===== src/rtl/ctrl_tile_sched.sv =====
// ctrl_tile_sched: layer-level scheduler for a three-stage tile pipeline
// (load -> execute -> write-back) sharing two ping-pong buffer pairs.
//
// Ports:
//   clk, rst_n              clock, asynchronous active-low reset
//   start                   one-cycle layer start request (accepted only when idle)
//   num_tiles               tiles in the layer, latched on accepted start
//   bs/bp_bw_out_times_cfg  write-back tile sizes, latched on accepted start
//   bs/bp_bw_out_times      registered sizes, loaded at the first wb start of a layer
//   ld/ex/wb_tile_start     one-cycle stage start pulses
//   ld/ex/wb_tile_end       one-cycle stage completion pulses
//   ld/ex/wb_buf_sel        ping-pong slot of the stage's current tile
//   busy                    layer in progress
//   done                    one-cycle layer completion pulse
module ctrl_tile_sched #(
  parameter int CNT_W = 16
) (
  input  logic             clk,
  input  logic             rst_n,
  input  logic             start,
  input  logic [CNT_W-1:0] num_tiles,
  input  logic [15:0]      bs_bw_out_times_cfg,
  input  logic [15:0]      bp_bw_out_times_cfg,
  output logic [15:0]      bs_bw_out_times,
  output logic [15:0]      bp_bw_out_times,
  output logic             ld_tile_start,
  output logic             ex_tile_start,
  output logic             wb_tile_start,
  input  logic             ld_tile_end,
  input  logic             ex_tile_end,
  input  logic             wb_tile_end,
  output logic             ld_buf_sel,
  output logic             ex_buf_sel,
  output logic             wb_buf_sel,
  output logic             busy,
  output logic             done
);

  typedef enum logic {
    IDLE,
    RUN
  } state_t;

  localparam logic [CNT_W-1:0] ONE = CNT_W'(1);
  localparam logic [CNT_W-1:0] TWO = CNT_W'(2);

  state_t           state;
  logic [CNT_W-1:0] n_tiles;
  logic [15:0]      bs_cfg;
  logic [15:0]      bp_cfg;
  logic [CNT_W-1:0] ld_iss;
  logic [CNT_W-1:0] ld_done;
  logic [CNT_W-1:0] ex_iss;
  logic [CNT_W-1:0] ex_done;
  logic [CNT_W-1:0] wb_iss;
  logic [CNT_W-1:0] wb_done;
  logic             ld_active;
  logic             ex_active;
  logic             wb_active;

  logic             ld_issue;
  logic             ex_issue;
  logic             wb_issue;
  logic             ld_fin;
  logic             ex_fin;
  logic             wb_fin;
  logic             last_wb;

  // Issue decisions use only registered state. The "< 2" terms bound how many
  // tiles a producer may run ahead of its consumer: one per ping-pong slot.
  always_comb begin
    ld_issue = (state == RUN) && !ld_active && (ld_iss < n_tiles)
               && ((ld_iss - ex_done) < TWO);
    ex_issue = (state == RUN) && !ex_active && (ex_iss < ld_done)
               && ((ex_iss - wb_done) < TWO);
    wb_issue = (state == RUN) && !wb_active && (wb_iss < ex_done);
    ld_fin   = ld_active && ld_tile_end;
    ex_fin   = ex_active && ex_tile_end;
    wb_fin   = wb_active && wb_tile_end;
    last_wb  = wb_fin && ((wb_done + ONE) == n_tiles);
  end

  always_ff @(posedge clk or negedge rst_n) begin
    if (!rst_n) begin
      state           <= IDLE;
      n_tiles         <= '0;
      bs_cfg          <= '0;
      bp_cfg          <= '0;
      ld_iss          <= '0;
      ld_done         <= '0;
      ex_iss          <= '0;
      ex_done         <= '0;
      wb_iss          <= '0;
      wb_done         <= '0;
      ld_active       <= 1'b0;
      ex_active       <= 1'b0;
      wb_active       <= 1'b0;
      ld_buf_sel      <= 1'b0;
      ex_buf_sel      <= 1'b0;
      wb_buf_sel      <= 1'b0;
      ld_tile_start   <= 1'b0;
      ex_tile_start   <= 1'b0;
      wb_tile_start   <= 1'b0;
      bs_bw_out_times <= '0;
      bp_bw_out_times <= '0;
      busy            <= 1'b0;
      done            <= 1'b0;
    end else begin
      ld_tile_start <= 1'b0;
      ex_tile_start <= 1'b0;
      wb_tile_start <= 1'b0;
      done          <= 1'b0;

      case (state)
        IDLE: begin
          if (start) begin
            n_tiles    <= num_tiles;
            bs_cfg     <= bs_bw_out_times_cfg;
            bp_cfg     <= bp_bw_out_times_cfg;
            ld_iss     <= '0;
            ld_done    <= '0;
            ex_iss     <= '0;
            ex_done    <= '0;
            wb_iss     <= '0;
            wb_done    <= '0;
            ld_active  <= 1'b0;
            ex_active  <= 1'b0;
            wb_active  <= 1'b0;
            ld_buf_sel <= 1'b0;
            ex_buf_sel <= 1'b0;
            wb_buf_sel <= 1'b0;
            // An empty layer completes straight from idle so that done lands
            // one cycle after start with busy never raised.
            if (num_tiles == '0) begin
              done <= 1'b1;
              busy <= 1'b0;
            end else begin
              state <= RUN;
              busy  <= 1'b1;
            end
          end
        end

        RUN: begin
          // Issue needs !active and end needs active, so per stage at most
          // one of the two branches fires on any edge.
          if (ld_issue) begin
            ld_tile_start <= 1'b1;
            ld_active     <= 1'b1;
            ld_iss        <= ld_iss + ONE;
          end else if (ld_fin) begin
            ld_active  <= 1'b0;
            ld_done    <= ld_done + ONE;
            ld_buf_sel <= ~ld_buf_sel;
          end

          if (ex_issue) begin
            ex_tile_start <= 1'b1;
            ex_active     <= 1'b1;
            ex_iss        <= ex_iss + ONE;
          end else if (ex_fin) begin
            ex_active  <= 1'b0;
            ex_done    <= ex_done + ONE;
            ex_buf_sel <= ~ex_buf_sel;
          end

          if (wb_issue) begin
            wb_tile_start <= 1'b1;
            wb_active     <= 1'b1;
            wb_iss        <= wb_iss + ONE;
            if (wb_iss == '0) begin
              bs_bw_out_times <= bs_cfg;
              bp_bw_out_times <= bp_cfg;
            end
          end else if (wb_fin) begin
            wb_active  <= 1'b0;
            wb_done    <= wb_done + ONE;
            wb_buf_sel <= ~wb_buf_sel;
          end

          if (last_wb) begin
            state <= IDLE;
            busy  <= 1'b0;
            done  <= 1'b1;
          end
        end

        default: state <= IDLE;
      endcase
    end
  end

endmodule

===== config.mk =====
export PLATFORM = sky130hd
export DESIGN_NAME = ctrl_tile_sched
export DESIGN_NICKNAME = d
export VERILOG_FILES = /design/src/rtl/ctrl_tile_sched.sv
export SDC_FILE = /design/constraint.sdc
export NUM_CORES = 1
export LEC_CHECK = 0
export ABC_AREA = 1
export BUFFER_PORTS_ARGS = -buffer_cell sky130_fd_sc_hd__buf_2
export CORE_ASPECT_RATIO = 1.25
export CORE_MARGIN = 3
export CORE_UTILIZATION = 33
export CTS_CLUSTER_DIAMETER = 120
export DETAILED_ROUTE_END_ITERATION = 10
export GPL_ROUTABILITY_DRIVEN = 0
export SKIP_LAST_GASP = 1
export SLEW_MARGIN = 15
export SYNTH_ARGS = -nofsm -noshare
export SYNTH_HDL_FRONTEND = slang
export SYNTH_SLANG_ARGS = --single-unit

===== constraint.sdc =====
create_clock -name clk -period 7.3 [get_ports clk]
set_input_delay 0.365 -clock clk [delete_from_list [all_inputs] [get_ports clk]]
set_output_delay 0.365 -clock clk [all_outputs]
set_load 0.01 [all_outputs]

# After elaboration in Yosys (flattened, before gate mapping)
# Cells that the tools add are included.
[classes]
n_reduce_logical = 29
muxes = 52
add_sub_neg = 8
order_cmp = 5
n_bitwise = 4
eq_ne = 15
[op_table]
columns = ["operator", "count"]
rows = [
  ["$pmux 16 s2", 6],
  ["$mux 16", 10],
  ["$add 16x1->16 const B", 6],
  ["$lt 16x16->1", 3],
  ["$logic_not 16->1", 2],
  ["$lt 16x2->1 const B", 2],
  ["$sub 16x16->16", 2],
  ["$mux 1", 27],
  ["$pmux 1 s2", 9],
  ["$eq 16x16->1", 1],
  ["$reduce_and 2->1", 8],
  ["$ne 2x1->1 const B", 7],
  ["$logic_and 1x1->1", 12],
  ["$reduce_and 3->1", 4],
  ["$ne 3x1->1 const B", 3],
  ["$ne 2x2->1 const B", 4],
  ["$not 1->1", 4],
  ["$logic_not 1->1", 3],
]
[word_totals]
register_bits = 188
elab_cells = 136
output_inout_bits = 40
in_bits = 54

# Depth between registers and ports, before layout
[depth]
word_depth = 6
mapped_depth = 21
depth_no_buf = 20

# Worst setup path after synthesis
# OpenSTA, ideal clock, no wires.
[synth_timing]
kind = "register to register"
from = "register ld_iss[0]"
to = "register ld_iss[10]"
period_less_slack_ns = 2.338
setup_time_ns = 0.117
setup_slack_ns = 4.962
t_arrival_ns = 2.221
stages_incl_launch_ff = 16
path_cell_list = "dfrtp_1 -> inv_2 -> nand2_4 -> inv_1 -> fa_1 -> inv_1 -> nand2_1 -> nand2_1 -> nand2_1 -> xor2_1 -> nand3_1 -> nor3_2 -> nand4_4 -> buf_2 -> nand3_1 -> nand2_1"
[synth_via]
elab_chain_cells = 5
elab_cells_between_ends = 10
cone_classes = "add/sub: 2; order compare: 2; eq/ne: 1; mux: 2; reduce/logical: 3"
[synth_rtl]
columns = ["element", "line", "rtl"]
rows = [
  ["from (decl)", "51", "logic [CNT_W-1:0] ld_iss;"],
  ["from (signal assigned)", "150", "ld_iss <= ld_iss + ONE;"],
  ["$sub 16x16->16 / $lt 16x16->1 (equally long branches)", "73, 72", ""],
  ["$lt 16x2->1 / $logic_and 1x1->1 (equally long branches)", "73, 72", ""],
  ["$logic_and 1x1->1", "73", "&& ((ld_iss - ex_done) < TWO);"],
  ["$ne 2x1->1 (no source line)", "n/a", ""],
  ["$reduce_and 2->1 (no source line)", "n/a", ""],
]
# Several ways; a longest one is shown, not always the timed one. The select of a mux whose other input is x is not followed.
# A chain may end at the register's enable or synchronous reset.

# Worst setup path after layout
[layout_timing]
from = "register state"
to = "register ld_done[15]"
[layout_via]
elab_chain_cells = 5
elab_cells_between_ends = 9
cone_classes = "eq/ne: 3; mux: 1; bitwise: 1; reduce/logical: 4"
[layout_rtl]
columns = ["element", "line", "rtl"]
rows = [
  ["from (decl)", "47", "state_t state;"],
  ["from (signal assigned)", "85", "state <= IDLE;"],
  ["from (signal assigned)", "138", "state <= RUN;"],
  ["from (signal assigned)", "182", "state <= IDLE;"],
  ["$logic_and 1x1->1 (2 in a row)", "72", "ld_issue = (state == RUN) && !ld_active && (ld_iss < n_tiles)"],
  ["$logic_and 1x1->1", "73", ""],
  ["$ne 2x2->1 (no source line)", "n/a", ""],
  ["$reduce_and 3->1 (no source line)", "n/a", ""],
  ["to (signal assigned)", "153", "ld_done <= ld_done + ONE;"],
  ["to (decl)", "52", "logic [CNT_W-1:0] ld_done;"],
]
# Several ways; a longest one is shown, not always the timed one.

==> impl_metrics.prom <==
# TYPE chip_impl_metric gauge
chip_impl_metric{name="cts-root-to-sink-buffers",unit=""} 2
chip_impl_metric{name="vias_per_cell",unit=""} 4.92
chip_impl_metric{name="buffer_ports.inserted",unit=""} 93
chip_impl_metric{name="pwr-share-clk",unit=""} 0.213
chip_impl_metric{name="synth-compound-area-share",unit=""} 0.0925
chip_impl_metric{name="floorplan.rows",unit=""} 79
chip_impl_metric{name="grt_max_degree",unit=""} 112
chip_impl_metric{name="worst_r2r_path_depth",unit=""} 13
chip_impl_metric{name="switching_part_of_the_total",unit=""} 0.446
chip_impl_metric{name="design.die.area",unit="mm2"} 0.0403
chip_impl_info{name="cp_cell_sequence",value="inv_1, buf_4, nand2_2, buf_4, clkinv_2, buf_4, a31oi_2, inv_1, nand2_1, inv_1, nand4_1, o21ai_0, a21oi_1"} 1
chip_impl_metric{name="drtAntennaViolNets",unit=""} 0
chip_impl_metric{name="worstSkewPairLatency",unit="ps"} 460
chip_impl_metric{name="grt_overflow",unit=""} 0
chip_impl_metric{name="synth_edf_count",unit=""} 0
chip_impl_info{name="status",value="complete, no violations"} 1
chip_impl_metric{name="first_global_vias",unit=""} 11086
chip_impl_metric{name="max-slew-margin-rel",unit=""} 0.317
chip_impl_metric{name="post_cts_hold_buffer_count",unit=""} 0
chip_impl_metric{name="p_per_area",unit="mW/mm2"} 320
chip_impl_metric{name="hpwlAfterDp",unit="um"} 27100
chip_impl_info{name="min_path_type",value="primary input to async pin"} 1
chip_impl_metric{name="worst_setup_hold_path_clk_slew",unit="ps"} 80
chip_impl_metric{name="actual_transition_at_the_worst_max_transition_pin",unit="ps"} 1030
chip_impl_info{name="yosysTopAreaCell",value="sky130_fd_sc_hd__dfrtp_1"} 1
chip_impl_info{name="reg2reg_to",value="ld_done[15]"} 1
chip_impl_metric{name="design.core.area",unit="mm2"} 0.0374
chip_impl_metric{name="setup-violations-final",unit=""} 0
chip_impl_metric{name="synth_xor_area_frac",unit=""} 0.0371
chip_impl_metric{name="num_vias",unit=""} 11539
chip_impl_metric{name="max_freq",unit="GHz"} 0.223
chip_impl_metric{name="final.setup.tns",unit="ps"} 0
chip_impl_metric{name="peakVddDrop",unit="uV"} 147
chip_impl_metric{name="crit_required",unit="ps"} 7680
chip_impl_metric{name="final.period_utilization",unit=""} 0.613
chip_impl_metric{name="drv_slew",unit=""} 0
chip_impl_info{name="setup.worst_path.end_class",value="flip-flop"} 1
chip_impl_metric{name="area_delta_synth_final",unit="%"} 12.3
chip_impl_metric{name="setup.reg_to_reg.worst_slack",unit="ps"} 2820
chip_impl_metric{name="synth_area_per_cell",unit="um2"} 7.09
chip_impl_metric{name="worstPathArrival",unit="ps"} 4850
chip_impl_info{name="clock_tree.root_cell",value="sky130_fd_sc_hd__clkbuf_16"} 1
chip_impl_metric{name="drtIter0Drc",unit=""} 701
chip_impl_info{name="tritoncts",value="done"} 1
chip_impl_metric{name="synthDistinctLibCells",unit=""} 44
chip_impl_metric{name="internal-power",unit="uW"} 2490
chip_impl_metric{name="synth.mux.area_fraction",unit=""} 0
chip_impl_metric{name="cts_setup_buffers",unit=""} 0
chip_impl_info{name="most_area_consuming_cells_after_synthesis",value="sky130_fd_sc_hd__dfrtp_1 (38%), sky130_fd_sc_hd__nand2_1 (16%), sky130_fd_sc_hd__ha_1 (8.0%), sky130_fd_sc_hd__inv_1 (7.1%), sky130_fd_sc_hd__nand3_1 (6.3%)"} 1
chip_impl_metric{name="number_of_cells_on_the_critical_path",unit=""} 13
chip_impl_info{name="worstReg2RegStart",value="state"} 1
chip_impl_metric{name="die_h",unit="um"} 224
chip_impl_info{name="synthTopCellsByCount",value="sky130_fd_sc_hd__nand2_1 (527), sky130_fd_sc_hd__inv_1 (237), sky130_fd_sc_hd__dfrtp_1 (188)"} 1
chip_impl_metric{name="initial_utilization",unit=""} 0.335
chip_impl_info{name="synth_top_flop_cell",value="sky130_fd_sc_hd__dfrtp_1"} 1
chip_impl_metric{name="crit_buf_inv",unit=""} 7
chip_impl_metric{name="grt_util_all_layers",unit=""} 0.175
chip_impl_metric{name="max_cap_violations",unit=""} 0
chip_impl_metric{name="synth_simple_gate_area_share",unit=""} 0.325
chip_impl_metric{name="num-nets-final",unit=""} 1980
chip_impl_metric{name="synth-adder-area-share",unit=""} 0.0831
chip_impl_info{name="cell_with_the_largest_stage_delay_on_the_worst_path",value="sky130_fd_sc_hd__clkinv_2"} 1
chip_impl_info{name="critPathKind",value="flip-flop to flip-flop"} 1
chip_impl_metric{name="max_stage_delay",unit="ps"} 730
chip_impl_metric{name="synth_top_cell_area_share",unit=""} 0.376
chip_impl_metric{name="io_pins",unit=""} 94
chip_impl_info{name="worst_path_dominant_cell_family",value="buffers and inverters"} 1
chip_impl_metric{name="post-route-drc-count",unit=""} 0
chip_impl_metric{name="synthArstFlopShare",unit=""} 1.00
chip_impl_metric{name="die-width",unit="um"} 180
chip_impl_info{name="rsz0062_at_grt",value="no"} 1
chip_impl_metric{name="totalWireLength",unit="um"} 35500
chip_impl_metric{name="synth-warning-count",unit=""} 0
chip_impl_metric{name="clock-sinks",unit=""} 188
chip_impl_metric{name="p_leak",unit="uW"} 0.00724
chip_impl_info{name="synthMostInstantiatedCell",value="sky130_fd_sc_hd__nand2_1"} 1
chip_impl_metric{name="cts_htree_levels",unit=""} 4
chip_impl_metric{name="sequential_cell_area_fraction_in_the_yosys_report",unit=""} 0.376
chip_impl_metric{name="share_seq_of_total_power",unit=""} 0.336
chip_impl_metric{name="comb_power_share",unit=""} 0.452
chip_impl_metric{name="finalClockSkew",unit="ps"} 12.6
chip_impl_metric{name="drt-pass1-iter-count",unit=""} 5
chip_impl_metric{name="routedWlPerCell",unit="um"} 15.1
chip_impl_metric{name="syn_std_cell_area",unit="mm2"} 0.0125
chip_impl_metric{name="cts-buffers-inserted",unit=""} 17
chip_impl_metric{name="antenna_violations_before_repair",unit=""} 1
chip_impl_metric{name="grt_pass1_wl",unit="um"} 56800
chip_impl_metric{name="post-route-util",unit=""} 0.376
chip_impl_info{name="cp-start-kind",value="flip-flop"} 1
chip_impl_metric{name="postCtsResizedCells",unit=""} 0
chip_impl_metric{name="ys_ff_latch",unit=""} 188
chip_impl_metric{name="timing.final.hold_violations",unit=""} 0
chip_impl_metric{name="net_count_synth",unit=""} 1903
chip_impl_metric{name="p_switching",unit="uW"} 2000
chip_impl_info{name="largest_family_of_logic_cells_by_synthesized_area",value="simple AND/OR/NAND/NOR gates"} 1
chip_impl_metric{name="final_period_minus_worst_setup_slack",unit="ps"} 4480
chip_impl_metric{name="critical_path.max_fanout",unit=""} 71
chip_impl_metric{name="synthesis.instances",unit=""} 1767
chip_impl_metric{name="drive_gt1_frac",unit=""} 0.0872
-- cells in the final DEF (no fill, tap or decap), types with 14 or more instances in the layout --
cell type / synthesis / final
sky130_fd_sc_hd__clkbuf_16: 0 / 17
sky130_fd_sc_hd__nand3_1: 157 / 157
sky130_fd_sc_hd__ha_1: 80 / 80
sky130_fd_sc_hd__nor2_1: 161 / 161
sky130_fd_sc_hd__nand4_1: 23 / 23
sky130_fd_sc_hd__inv_1: 237 / 236
sky130_fd_sc_hd__a21oi_1: 54 / 54
sky130_fd_sc_hd__buf_2: 4 / 92
sky130_fd_sc_hd__o21ai_0: 113 / 113
sky130_fd_sc_hd__dfrtp_1: 188 / 188
sky130_fd_sc_hd__o22ai_1: 14 / 14
sky130_fd_sc_hd__xor2_1: 43 / 43
sky130_fd_sc_hd__nand2_1: 527 / 527
sky130_fd_sc_hd__nor3_1: 28 / 28
-- per-stage QoR --
step,worst slack (ps),instance area [um2],hold WS (ps),power [uW],cells
6_report,2820,14100,26.3,4490,2344
5_1_grt,2490,14100,90.4,4910,2344
4_1_cts,2830,14100,64.3,4540,2343
3_5_place_dp,2860,13500,468,3560,2311
3_3_place_gp,2910,13500,463,3520,2311
2_1_floorplan,4960,12500,69.4,2950,1767
-- cell families (layout without fill, tap and decap cells) --
kind of cell,after synthesis,in the layout
AND/OR/NAND/NOR,950,950
buffers and inverters,280,370
AO/OA/AOI/OAI,214,214
flip-flops,188,188
adder cells (fa/ha/maj),82,82
XOR/XNOR,53,53
other,0,1
-- worst max path at each step --
stage	start	endpoint	slack (ps)
after floorplan	ld_iss[0]	ld_iss[10]	4960
after global placement	state	ld_done[15]	2910
after detailed placement	state	ld_done[15]	2860
after CTS	state	ld_done[15]	2830
after global routing	state	ld_done[15]	2490
final	state	ld_done[15]	2820
-- power groups by stage --
stage          sequential, uW  clock (uW)  combinational (uW)
2_1_floorplan            1510           0                1440
3_3_place_gp             1520           0                2000
3_5_place_dp             1530           0                2030
4_1_cts                  1510         980                2050
5_1_grt                  1550        1020                2340
6_report                 1510         955                2030
-- area by class of cell --
type,instances,area [um2]
Antenna cell,1,2.50
Tap cell,486,608
Multi-Input combinational cell,1299,6730
Inverter,240,902
Clock buffer,17,425
Clock inverter,15,173
Timing Repair Buffer,98,512
Fill cell,3958,23300
Sequential cell,188,4700
-- flip-flops by register name, summed over array words and instances, names as in the netlist, 16 cells and up --
name,cells
bp_bw_out_times,16
ex_done,16
ex_iss,16
ld_iss,16
wb_iss,16
wb_done,16
bp_cfg,16
bs_bw_out_times,16
n_tiles,16
bs_cfg,16
ld_done,16
-- metal layers --
metal  up-vias  routed length [um]  GRT usage
met2       223               17900      0.313
met4         0                1680     0.0897
met5         -                   0          0
met3        81                1090     0.0255
met1      5387               14800      0.203
li1       5848                   -          -
-- worst register-to-register path, cell delays in order, from the launching register on --
cell and delay (ps):
sky130_fd_sc_hd__dfrtp_1 660, sky130_fd_sc_hd__inv_1 80, sky130_fd_sc_hd__buf_4 320, sky130_fd_sc_hd__nand2_2 110, sky130_fd_sc_hd__buf_4 640, sky130_fd_sc_hd__clkinv_2 760
sky130_fd_sc_hd__buf_4 540, sky130_fd_sc_hd__a31oi_2 450, sky130_fd_sc_hd__inv_1 290, sky130_fd_sc_hd__nand2_1 170, sky130_fd_sc_hd__inv_1 60, sky130_fd_sc_hd__nand4_1 80
sky130_fd_sc_hd__o21ai_0 80, sky130_fd_sc_hd__a21oi_1 150
(Power assumes the default switching activity.)
